[src/rtl/pe_mesh_sequencer.sv]
// pe_mesh_sequencer
//   Programs and runs a row of NUM_PE processing elements. Host commands
//   (CLEAR / CONFIG / RUN) arrive over cmd_valid/cmd_ready. CONFIG streams one
//   instruction/data beat per PE into the PE load ports, RUN raises the operand
//   feed strobe for N cycles and flags PE result cycles DRAIN_CYCLES later.
//   A shadow table of each PE's instruction is driven onto the lanes.
//
// Ports
//   clk, reset        clock, asynchronous active-low reset
//   cmd_valid/ready   host command handshake; cmd_op 00 CLEAR 01 CONFIG
//                     10 RUN 11 illegal; cmd_arg = RUN beat count
//   cfg_valid/ready   config beat handshake; cfg_instr / cfg_data payload
//   pe_reset          synchronous clear strobe to all PEs
//   pe_load           one-hot per-PE load strobe
//   pe_instruction    per-PE instruction lanes (lane i = bits [4i+3:4i])
//   pe_data           broadcast data, holds last loaded value
//   feed_valid        operand feeder strobe
//   out_valid         PE outputs valid
//   busy, done, err   status; done/err are single-cycle pulses
module pe_mesh_sequencer #(
  parameter int unsigned NUM_PE       = 16,
  parameter int unsigned DRAIN_CYCLES = 2,
  parameter int unsigned CNT_W        = 16
) (
  input  logic                  clk,
  input  logic                  reset,
  input  logic                  cmd_valid,
  output logic                  cmd_ready,
  input  logic [1:0]            cmd_op,
  input  logic [CNT_W-1:0]      cmd_arg,
  input  logic                  cfg_valid,
  output logic                  cfg_ready,
  input  logic [3:0]            cfg_instr,
  input  logic [31:0]           cfg_data,
  output logic                  pe_reset,
  output logic [NUM_PE-1:0]     pe_load,
  output logic [4*NUM_PE-1:0]   pe_instruction,
  output logic [31:0]           pe_data,
  output logic                  feed_valid,
  output logic                  out_valid,
  output logic                  busy,
  output logic                  done,
  output logic                  err
);

  localparam int unsigned IDX_W = (NUM_PE > 1) ? $clog2(NUM_PE) : 1;
  localparam logic [3:0]  OP_DATA_ONLY = 4'b0010;

  typedef enum logic [2:0] {
    S_IDLE,
    S_CLEAR,
    S_CONFIG,
    S_RUN,
    S_DRAIN
  } state_e;

  state_e                   state_q, state_d;
  logic [IDX_W-1:0]         idx_q, idx_d;
  logic [CNT_W-1:0]         cnt_q, cnt_d;
  logic [NUM_PE-1:0][3:0]   shadow_q, shadow_d;
  logic [NUM_PE-1:0]        load_q, load_d;
  logic [3:0]               load_instr_q, load_instr_d;
  logic [31:0]              data_q, data_d;
  logic [DRAIN_CYCLES-1:0]  sr_q, sr_d;
  logic                     done_q, done_d;
  logic                     err_q, err_d;
  logic [NUM_PE-1:0][3:0]   lanes;

  always_ff @(posedge clk or negedge reset) begin
    if (!reset) begin
      state_q      <= S_IDLE;
      idx_q        <= '0;
      cnt_q        <= '0;
      shadow_q     <= '0;
      load_q       <= '0;
      load_instr_q <= '0;
      data_q       <= '0;
      sr_q         <= '0;
      done_q       <= 1'b0;
      err_q        <= 1'b0;
    end else begin
      state_q      <= state_d;
      idx_q        <= idx_d;
      cnt_q        <= cnt_d;
      shadow_q     <= shadow_d;
      load_q       <= load_d;
      load_instr_q <= load_instr_d;
      data_q       <= data_d;
      sr_q         <= sr_d;
      done_q       <= done_d;
      err_q        <= err_d;
    end
  end

  always_comb begin
    state_d      = state_q;
    idx_d        = idx_q;
    cnt_d        = cnt_q;
    shadow_d     = shadow_q;
    load_d       = '0;
    load_instr_d = load_instr_q;
    data_d       = data_q;
    done_d       = 1'b0;
    err_d        = 1'b0;
    // Delay line: bit k holds feed_valid from k+1 cycles ago.
    sr_d         = DRAIN_CYCLES'({sr_q, feed_valid});

    unique case (state_q)
      S_IDLE: begin
        if (cmd_valid) begin
          unique case (cmd_op)
            2'b00: state_d = S_CLEAR;
            2'b01: begin
              idx_d   = '0;
              state_d = S_CONFIG;
            end
            2'b10: begin
              if (cmd_arg != '0) begin
                cnt_d   = cmd_arg;
                state_d = S_RUN;
              end else begin
                done_d = 1'b1;
              end
            end
            default: err_d = 1'b1;
          endcase
        end
      end
      S_CLEAR: begin
        shadow_d = '0;
        done_d   = 1'b1;
        state_d  = S_IDLE;
      end
      S_CONFIG: begin
        if (cfg_valid) begin
          load_d       = NUM_PE'(1) << idx_q;
          load_instr_d = cfg_instr;
          data_d       = cfg_data;
          // Data-only opcode: the PE keeps its previous instruction.
          if (cfg_instr != OP_DATA_ONLY) shadow_d[idx_q] = cfg_instr;
          idx_d = idx_q + IDX_W'(1);
          if (idx_q == IDX_W'(NUM_PE - 1)) begin
            idx_d   = '0;
            done_d  = 1'b1;
            state_d = S_IDLE;
          end
        end
      end
      S_RUN: begin
        cnt_d = cnt_q - CNT_W'(1);
        if (cnt_q == CNT_W'(1)) begin
          cnt_d   = CNT_W'(DRAIN_CYCLES);
          state_d = S_DRAIN;
        end
      end
      S_DRAIN: begin
        cnt_d = cnt_q - CNT_W'(1);
        if (cnt_q == CNT_W'(1)) begin
          done_d  = 1'b1;
          state_d = S_IDLE;
        end
      end
      default: state_d = S_IDLE;
    endcase
  end

  // The lane being loaded shows the incoming instruction for that cycle only;
  // afterwards it falls back to the shadow value.
  always_comb begin
    lanes = shadow_q;
    for (int unsigned i = 0; i < NUM_PE; i++) begin
      if (load_q[i]) lanes[i] = load_instr_q;
    end
  end

  assign cmd_ready      = (state_q == S_IDLE);
  assign cfg_ready      = (state_q == S_CONFIG);
  assign pe_reset       = (state_q == S_CLEAR);
  assign feed_valid     = (state_q == S_RUN);
  assign busy           = (state_q != S_IDLE);
  assign out_valid      = sr_q[DRAIN_CYCLES-1];
  assign pe_load        = load_q;
  assign pe_instruction = lanes;
  assign pe_data        = data_q;
  assign done           = done_q;
  assign err            = err_q;

endmodule

[config.mk]
export PLATFORM = sky130hd
export DESIGN_NAME = pe_mesh_sequencer
export DESIGN_NICKNAME = d
export VERILOG_FILES = /design/src/rtl/pe_mesh_sequencer.sv
export SDC_FILE = /design/constraint.sdc
export NUM_CORES = 1
export LEC_CHECK = 0
export ABC_CLOCK_PERIOD_IN_PS = 2040
export BUFFER_PORTS_ARGS = -buffer_cell sky130_fd_sc_hd__buf_2
export CAP_MARGIN = 20
export CORE_MARGIN = 10
export CORE_UTILIZATION = 45
export DETAILED_ROUTE_END_ITERATION = 10
export PLACE_DENSITY = 0.71
export SETUP_SLACK_MARGIN = 0.15
export SLEW_MARGIN = 20
export SYNTH_ARGS = -nofsm -noshare
export SYNTH_HDL_FRONTEND = slang
export SYNTH_SLANG_ARGS = --single-unit
[constraint.sdc]
create_clock -name clk -period 2.04 [get_ports clk]
set_input_delay 0 -clock clk [delete_from_list [all_inputs] [get_ports clk]]
set_output_delay 0 -clock clk [all_outputs]
set_load 0.05 [all_outputs]
# Yosys cells after proc, flatten, opt, wreduce, memory -nomap -nowiden
# Cells that the tools add are included.
# word_totals
regBits	143
in_bits	58
output_inout_bits	120
word_cells	116
# classes
addsub	2
magnitude_cmp	2
n_eq_ne	20
shifts	1
muxes	52
reduce_logical	14
# ops
operator	n
two-way mux 64 bit	2
case mux 64 bit (2 select lines)	1
two-way mux 16 bit	6
two-way mux 4 bit	21
bitwise mux 64 bit	1
case mux 16 bit (3 select lines)	1
two-way mux 3 bit	6
demux 4 bit (select 4 bit)	1
== test 16 x 1 -> 1 bit (second input constant)	1
nonzero test 16 bit	1
left shift 1 x 4 -> 16 bit (first input constant)	1
subtractor 16 x 1 -> 16 bit (second input constant)	1
inequality test 2 x 1 -> 1 bit (second input constant)	6
case mux 3 bit (4 select lines)	1
two-way mux 1 bit	9
case mux 3 bit (3 select lines)	1
case mux 4 bit (2 select lines)	1
AND reduction 4 bit	2
AND reduction 7 bit	1
== test 3 x 2 -> 1 bit (second input constant)	2
inequality test 2 bit (second input constant)	3
nonzero test 3 bit	2
< comparator 4 x 5 -> 1 bit (second input constant)	1
adder 4 x 1 -> 4 bit (second input constant)	1
17 further kinds	18

# Logic depth before layout (Yosys ltp)
# Gate-level depths: netlist of the first run.
# logic_depth
depth_word	8
ltp_mapped	9
ltp_nobuf	7

# Worst setup path before layout of the first run
# Ideal clock, no wire load.
# synth_path
path_type	register to register
startpoint	reg state_q[0]
endpoint	reg cnt_q[6]
t_arrival_ns	1.913
required_ns	1.898
setup_slack_ns	-0.015
stages_incl_launch_ff	7
n_path_buf	3
period_less_slack_ns	2.055
path_cell_list	dfrtp_1 buf_6 or3_1 buf_2 o41ai_4 buf_4 o211ai_1
# synth_between
elab_chain_len	3
elab_cells_between_ends	9
classes_between	eq/ne (5); mux (1); reduce/logical (3)
# synth_rtl
element	line_no	rtl
start: declaration	57	state_e state_q, state_d;
start signal: assignment	82	state_q <= state_d;
== test 3 x 2 -> 1 bit, or another cell as far along	108	unique case (state_q)
nonzero test 3 bit (no line), or another cell as far along	--	
AND reduction 4 bit (no line)	--	
end signal: assignment	84	cnt_q <= cnt_d;
end: declaration	59	logic [CNT_W-1:0] cnt_q, cnt_d;
# Several ways; a longest one is shown, not always the timed one.
# A chain may end at the register's enable or synchronous reset.

# Worst setup path in the final report of the first run
# layout_path
startpoint	reg state_q[1]
endpoint	reg cnt_q[6]
# The elaborated chain is that of the path after synthesis.

==> results of run 1 <==
[power groups by stage]
stage	Combinational [mW]	Sequential [mW]	Clock, mW
4_1_cts	5.26	4.16	3.05
3_5_place_dp	5.00	4.18	0
3_3_place_gp	4.93	4.16	0
2_1_floorplan	2.65	5.01	0
6_report	5.72	4.16	3.00
5_1_grt	6.15	4.26	3.16
[synthesized netlist by cell type, types with 2 or more instances]
master	instances	area [um2]
a21o_1	2	15.0
inv_1	21	78.8
ha_1	13	163
o2bb2ai_1	60	526
nor2b_1	3	18.8
o21ai_0	8	40.0
nor3_1	5	25.0
a21oi_1	9	45.0
nand2_1	169	634
o211ai_1	7	52.6
a32oi_1	4	35.0
nor4_1	6	37.5
nand3_1	11	55.1
nor3b_1	4	30.0
or4_1	6	45.0
clkbuf_1	18	67.6
nor2_1	21	78.8
o311ai_0	3	26.3
dfrtp_1	143	3580
or3_1	4	25.0
a2bb2oi_1	2	17.5
or3b_1	2	17.5
buf_2	12	60.1
o22ai_1	8	50.1
nand4_1	3	18.8
and3_1	5	31.3
a22oi_1	4	30.0
mux2_2	64	721
nor4_4	2	42.5
buf_6	2	22.5
[state kept, by name (all words and copies together), names as in the netlist, 2 cells and up]
register      cells
load_instr_q      4
cnt_q            16
sr_q              2
pe_data          32
state_q           3
pe_load          16
idx_q             4
shadow_q         64
[worst max-delay path by stage]
stage | to | from
after floorplan | cnt_q[13] | cnt_q[2]
after global placement | state_q[1] | state_q[1]
after detailed placement | state_q[1] | state_q[1]
after CTS | cfg_ready | state_q[0]
after global routing | cnt_q[12] | cnt_q[0]
final | cnt_q[6] | state_q[1]
[kinds of logic after synthesis]
family,Yosys count
compound gates,124
fa+ha+maj,13
mux,65
buf+inv,55
flops,143
simple gates,249
[per-stage QoR]
| step | worst slack (ps) | util | cells | hold slack, ps |
|---|---|---|---|---|
| finish | 112 | 0.639 | 1118 | 55.0 |
| global route | 22.0 | 0.639 | 1118 | 93.9 |
| CTS | 53.5 | 0.622 | 1102 | 40.0 |
| detailed placement | 49.3 | 0.540 | 1009 | -70.9 |
| global placement | 125 | 0.540 | 1009 | -74.0 |
| floorplan | 105 | - | 649 | -296 |
[worst max-delay path, stage by stage, from the launching register on]
cell and delay (ps):
dfrtp_2 460, or3_4 460, o41ai_4 420, buf_4 190
clkbuf_16 160, nand2_1 50, o211ai_1 90
[cell type report]
cell class              instances  share of cell area
well taps                     188              0.0245
flip-flops and latches        143               0.373
clock buffers                  23              0.0519
repair buffers                284               0.202
inverters                      21             0.00821
clock inverters                 8             0.00847
multi-input cells             451               0.331
[what timing repair did]
item / in CTS / in global routing
pin swaps: 1 / 5
endpoints found under the setup margin: 74 / 103
gates resized for setup: 16 / 27
setup buffers: 10 / 14
hold buffers: 52 / 0
cloned: 0 / 2
hold endpoints to repair: 194 / 0
[metal layers]
| metal | global-route usage | up-vias |
|---|---|---|
| met5 | 0 | - |
| met4 | 0.0795 | 0 |
| met3 | 0.0561 | 34 |
| met2 | 0.317 | 242 |
| met1 | 0.254 | 2990 |
| li1 | - | 2854 |
==> flow_summary.ini, run 1 <==
[outcome]
status = completed

[detailed_routing]
drtIter0Drc = 411
routed_wl_um = 21200
wl_met3_um = 1600
first_pass_iters = 5
wl_met2_um = 10200
drc_errors = 0
routed.top_layer = met4
postRouteAntennaNets = 0
via_per_inst = 5.47
drt-met1-wl_um = 8930
post_drt_wl_per_cell_um = 19.0
vias = 6120

[global_routing]
grt_pass1_wl_um = 32900
grt_pass1_vias = 6168
grt_max_degree = 58
overflow = 0
grtUsageTotal = 0.200
antenna_found_initial = 0

[sta]
fmax_mhz = 519
tightestPinTransition_ps = 721
maxSlewHeadroom = 0.519
fin_crit_sh = 0.945
slew_violations = 0
finalSetupTns_ps = 0
post-route-min-period_ps = 1930
fin_skew_ps = 8.22
hold_viol_final = 0
rsz0062_at_grt = yes
setup_violations = 0

[synthesis]
synth-compound-area-share = 0.147
async_flop_share = 1.00
ys_seq_area_frac = 0.522
ys_types = 58
syn_area_per_cell_um2 = 10.6
synth_top_family_by_area = simple AND/OR/NAND/NOR gates
synth-simple-area-share = 0.165
yosysWarnings = 0
synth_edf_count = 0
synthMuxAreaShare = 0.107
synthXorXnorAreaFrac = 0
ys_seq_elements = 143
syn_nets = 720
synthAdderAreaFrac = 0.0237
syn_inst = 649
synthFlopType = dfrtp_1
synth_area_um2 = 6850

[setup_path]
criticalPathCategory = register to register
rr_endpoint = cnt_q[6]
worst_setup_path_end_kind = register
rr_startpoint = state_q[1]
cp_max_fo = 13
rrSetupSlack_ps = 110
required_ps = 2370
worstPathArrival_ps = 2260
r2r_cells = 6
start_kind = register

[power]
power.switching_mw = 5.66
fin_total_pwr_mw = 12.9
internal-power_mw = 7.22
clockPowerShare = 0.233
seqPwrFrac = 0.323
p_leak_nw = 4.84
pwr-share-comb = 0.444
power.density_nw_per_um2 = 1340
vdd_drop_max_v = 0.00106
power_switching_share = 0.439

[die]
boundaryPins = 178
die_y_um = 143
initial_core_util = 0.456
die_w_um = 143
core_area_um2 = 15000
die_area_um2 = 20600
rows = 45

[placed_design]
portBuffers = 177
gp_congestion = 0.883
place_area_um2 = 8120
dpl.hpwl_um = 13900

[layout]
fin_nets = 989
design_area_um2 = 9600
drive_gt1_frac = 0.403
n_antenna_cell = 0
fillers = 1184
multi_input_area_um2 = 3180
areaGrowthSynthToFinish_pct = 40.1
mostFrequentLayoutCell = buf_2
final_cell_mix = buf_2 (175), nand2_1 (157), dfrtp_1 (138), mux2_2 (64), o2bb2ai_1 (60)
seq_area_um2 = 3580

[clocking]
clockRootBuffer = clkbuf_16
htreeDepth = 4
insertion_delay_ps = 420
numClockSinks = 143
cts_buffer_depth = 2
clkTransAtPathRegs_ps = 60
cts_tree = done
numCtsBuffers = 17

[worst_hold_path]
holdCritPathClass = input pin to asynchronous set/reset pin

[job]
max_cap_violations = 0
No activity file was read; power rests on OpenSTA's default activity.
==> run 2: changes to the inputs <==
--- a/config.mk
+++ b/config.mk
@@ -11,9 +11,10 @@
 export CORE_MARGIN = 10
 export CORE_UTILIZATION = 45
 export DETAILED_ROUTE_END_ITERATION = 10
+export GPL_TIMING_DRIVEN = 0
 export PLACE_DENSITY = 0.71
-export SETUP_SLACK_MARGIN = 0.15
 export SLEW_MARGIN = 20
 export SYNTH_ARGS = -nofsm -noshare
 export SYNTH_HDL_FRONTEND = slang
 export SYNTH_SLANG_ARGS = --single-unit
+export TNS_END_PERCENT = 100
==> run 2 against run 1 <==
Against the previous run: clock power increased by 3%; combinational power shrank 5.4%; via count decreased by 1.6%; sequential power shrank 1%; sequential cell count did not move; global-route usage up 0.40 points; critical path depth fell by 1; sequential share of layout area rose by 0.48 points; register-to-register slack got worse by 110 ps; first-iteration DRC count is 12% lower; die area unchanged.
==> flow_summary.ini, run 2 (synthesis gave the netlist of run 1 again) <==
[outcome]
status = completed

[setup_path]
criticalPathCategory = register to register
worst_setup_path_end_kind = register
max_stage_delay_ps = 590
worstPathArrival_ps = 2360
critPathMostFrequentCell = or4_4
cp_max_fo = 5
rr_startpoint = cnt_q[2]
required_ps = 2370
crit_chain = or4_4, nor4_4, nand2_2, or4_4, o211ai_1
critPathLaunch = cnt_q[2]
start_kind = register
slowest_stage = or4_4
critPathTopFamily = simple AND/OR/NAND/NOR gates
crit_buf_inv = 0

[die]
core_area_um2 = 15000
rows = 45
initial_core_util = 0.456
boundaryPins = 178
die_w_um = 143
die_area_um2 = 20600
die_y_um = 143

[sta]
setup_violations = 0
post-route-min-period_ps = 2040
slew_violations = 0
finalSetupTns_ps = 0
tightestPinTransition_ps = 703
fmax_mhz = 491
worst_slack_ps = 4.52
rsz0062_at_grt = yes
hold_viol_final = 0
maxSlewHeadroom = 0.531
whs_ps = 49.1
fin_skew_ps = 7.06
fin_crit_sh = 0.998

[clocking]
numClockSinks = 143
numCtsBuffers = 17
htreeDepth = 4
cts_tree = done
cts_buffer_depth = 2
clkTransAtPathRegs_ps = 60
insertion_delay_ps = 410
clockRootBuffer = clkbuf_16

[placed_design]
portBuffers = 177
dpl.hpwl_um = 14400
place_area_um2 = 8010
gp_congestion = 0.837
dp_slack_ps = -310

[layout]
fin_nets = 984
largest_reg_flops = 64
drive_gt1_frac = 0.377
fillers = 1179
final_cell_mix = buf_2 (181), nand2_1 (164), dfrtp_1 (143), mux2_2 (64), o2bb2ai_1 (60)
largest_register = shadow_q
mostFrequentLayoutCell = buf_2
design_area_um2 = 9460
areaGrowthSynthToFinish_pct = 38.1

[detailed_routing]
routed_wl_um = 21200
first_pass_iters = 5
drc_errors = 0
post_drt_wl_per_cell_um = 19.0
postRouteAntennaNets = 0
drtIter0Drc = 360
vias = 6021
via_per_inst = 5.40

[global_routing]
grt_pass1_wl_um = 33200
grt_pass1_vias = 6014
overflow = 0
grtUsageTotal = 0.204
grt_max_degree = 97
antenna_found_initial = 2

[job]
max_cap_violations = 0

[worst_hold_path]
min_from = cfg_instr[3]
holdCritPathClass = input pin to register

[power]
p_leak_nw = 4.80
power.density_nw_per_um2 = 1330
vdd_drop_max_v = 0.000795
fin_total_pwr_mw = 12.6
## run 2: changes by cell type in the layout (fill, tap and decap cells not counted), sizes merged
| cell | change |
|---|---|
| clkinvlp | -3 |
| bufinv | +1 |
| dlygate4sd3 | +1 |
| buf | -18 |
| clkbuf | +12 |
| clkinv | +3 |
| diode | +1 |
## run 2: timing repair
item	4_1_cts	5_1_grt
endpoints found under the setup margin	126	84
hold endpoints to repair	194	4
gates resized for setup	43	26
pin swaps	6	5
hold buffers	52	1
setup buffers	13	5
## run 2: area by class of cell
| cell class | count | area [um2] | share of cell area |
|---|---|---|---|
| Timing Repair Buffer | 249 | 1600 | 0.169 |
| Tap cell | 188 | 235 | 0.0249 |
| Clock inverter | 9 | 108 | 0.0114 |
| Inverter | 21 | 78.8 | 0.00833 |
| Buffer | 30 | 206 | 0.0218 |
| Antenna cell | 1 | 2.50 | 0.000264 |
| Multi-Input combinational cell | 451 | 3170 | 0.335 |
| Sequential cell | 143 | 3580 | 0.378 |
| Clock buffer | 23 | 488 | 0.0516 |
## run 2: power by group
group	switching [mW]	total, mW	internal (mW)
Combinational	3.75	5.41	1.66
Sequential	0.658	4.12	3.46
Clock	1.18	3.10	1.93
## run 2: stage by stage
stage	utilization	cells
after floorplan	-	649
after global placement	0.530	1014
after detailed placement	0.533	1015
after CTS	0.621	1111
after global routing	0.629	1114
final	0.629	1115
## run 2: worst paths after layout
check / end / slack, ps / depth (start not counted)
min in group asynchronous: shadow_q[26] / 90 / 2
min: shadow_q[3] / 50 / 3
max: cnt_q[13] / 5 / 5
max in group asynchronous: cnt_q[15] / 1150 / 3
max reg2reg: cnt_q[13] / 5 / 5
min reg2reg: sr_q[1] / 360 / 0
## run 2: routing by layer
layer | GRT usage | part of all wire | vias up
met3 | 0.0607 | 0.072 | 28
met4 | 0.0607 | 0.014 | 2
met5 | 0 | 0.00061 | -
li1 | - | - | 2854
met1 | 0.254 | 0.42 | 2923
met2 | 0.336 | 0.49 | 214
## run 2: worst register-to-register path: stages (launching register included)
cell and delay [ps]:
dfrtp_1 420, or4_4 590, nor4_4 220, nand2_2 150
or4_4 420, o211ai_1 160
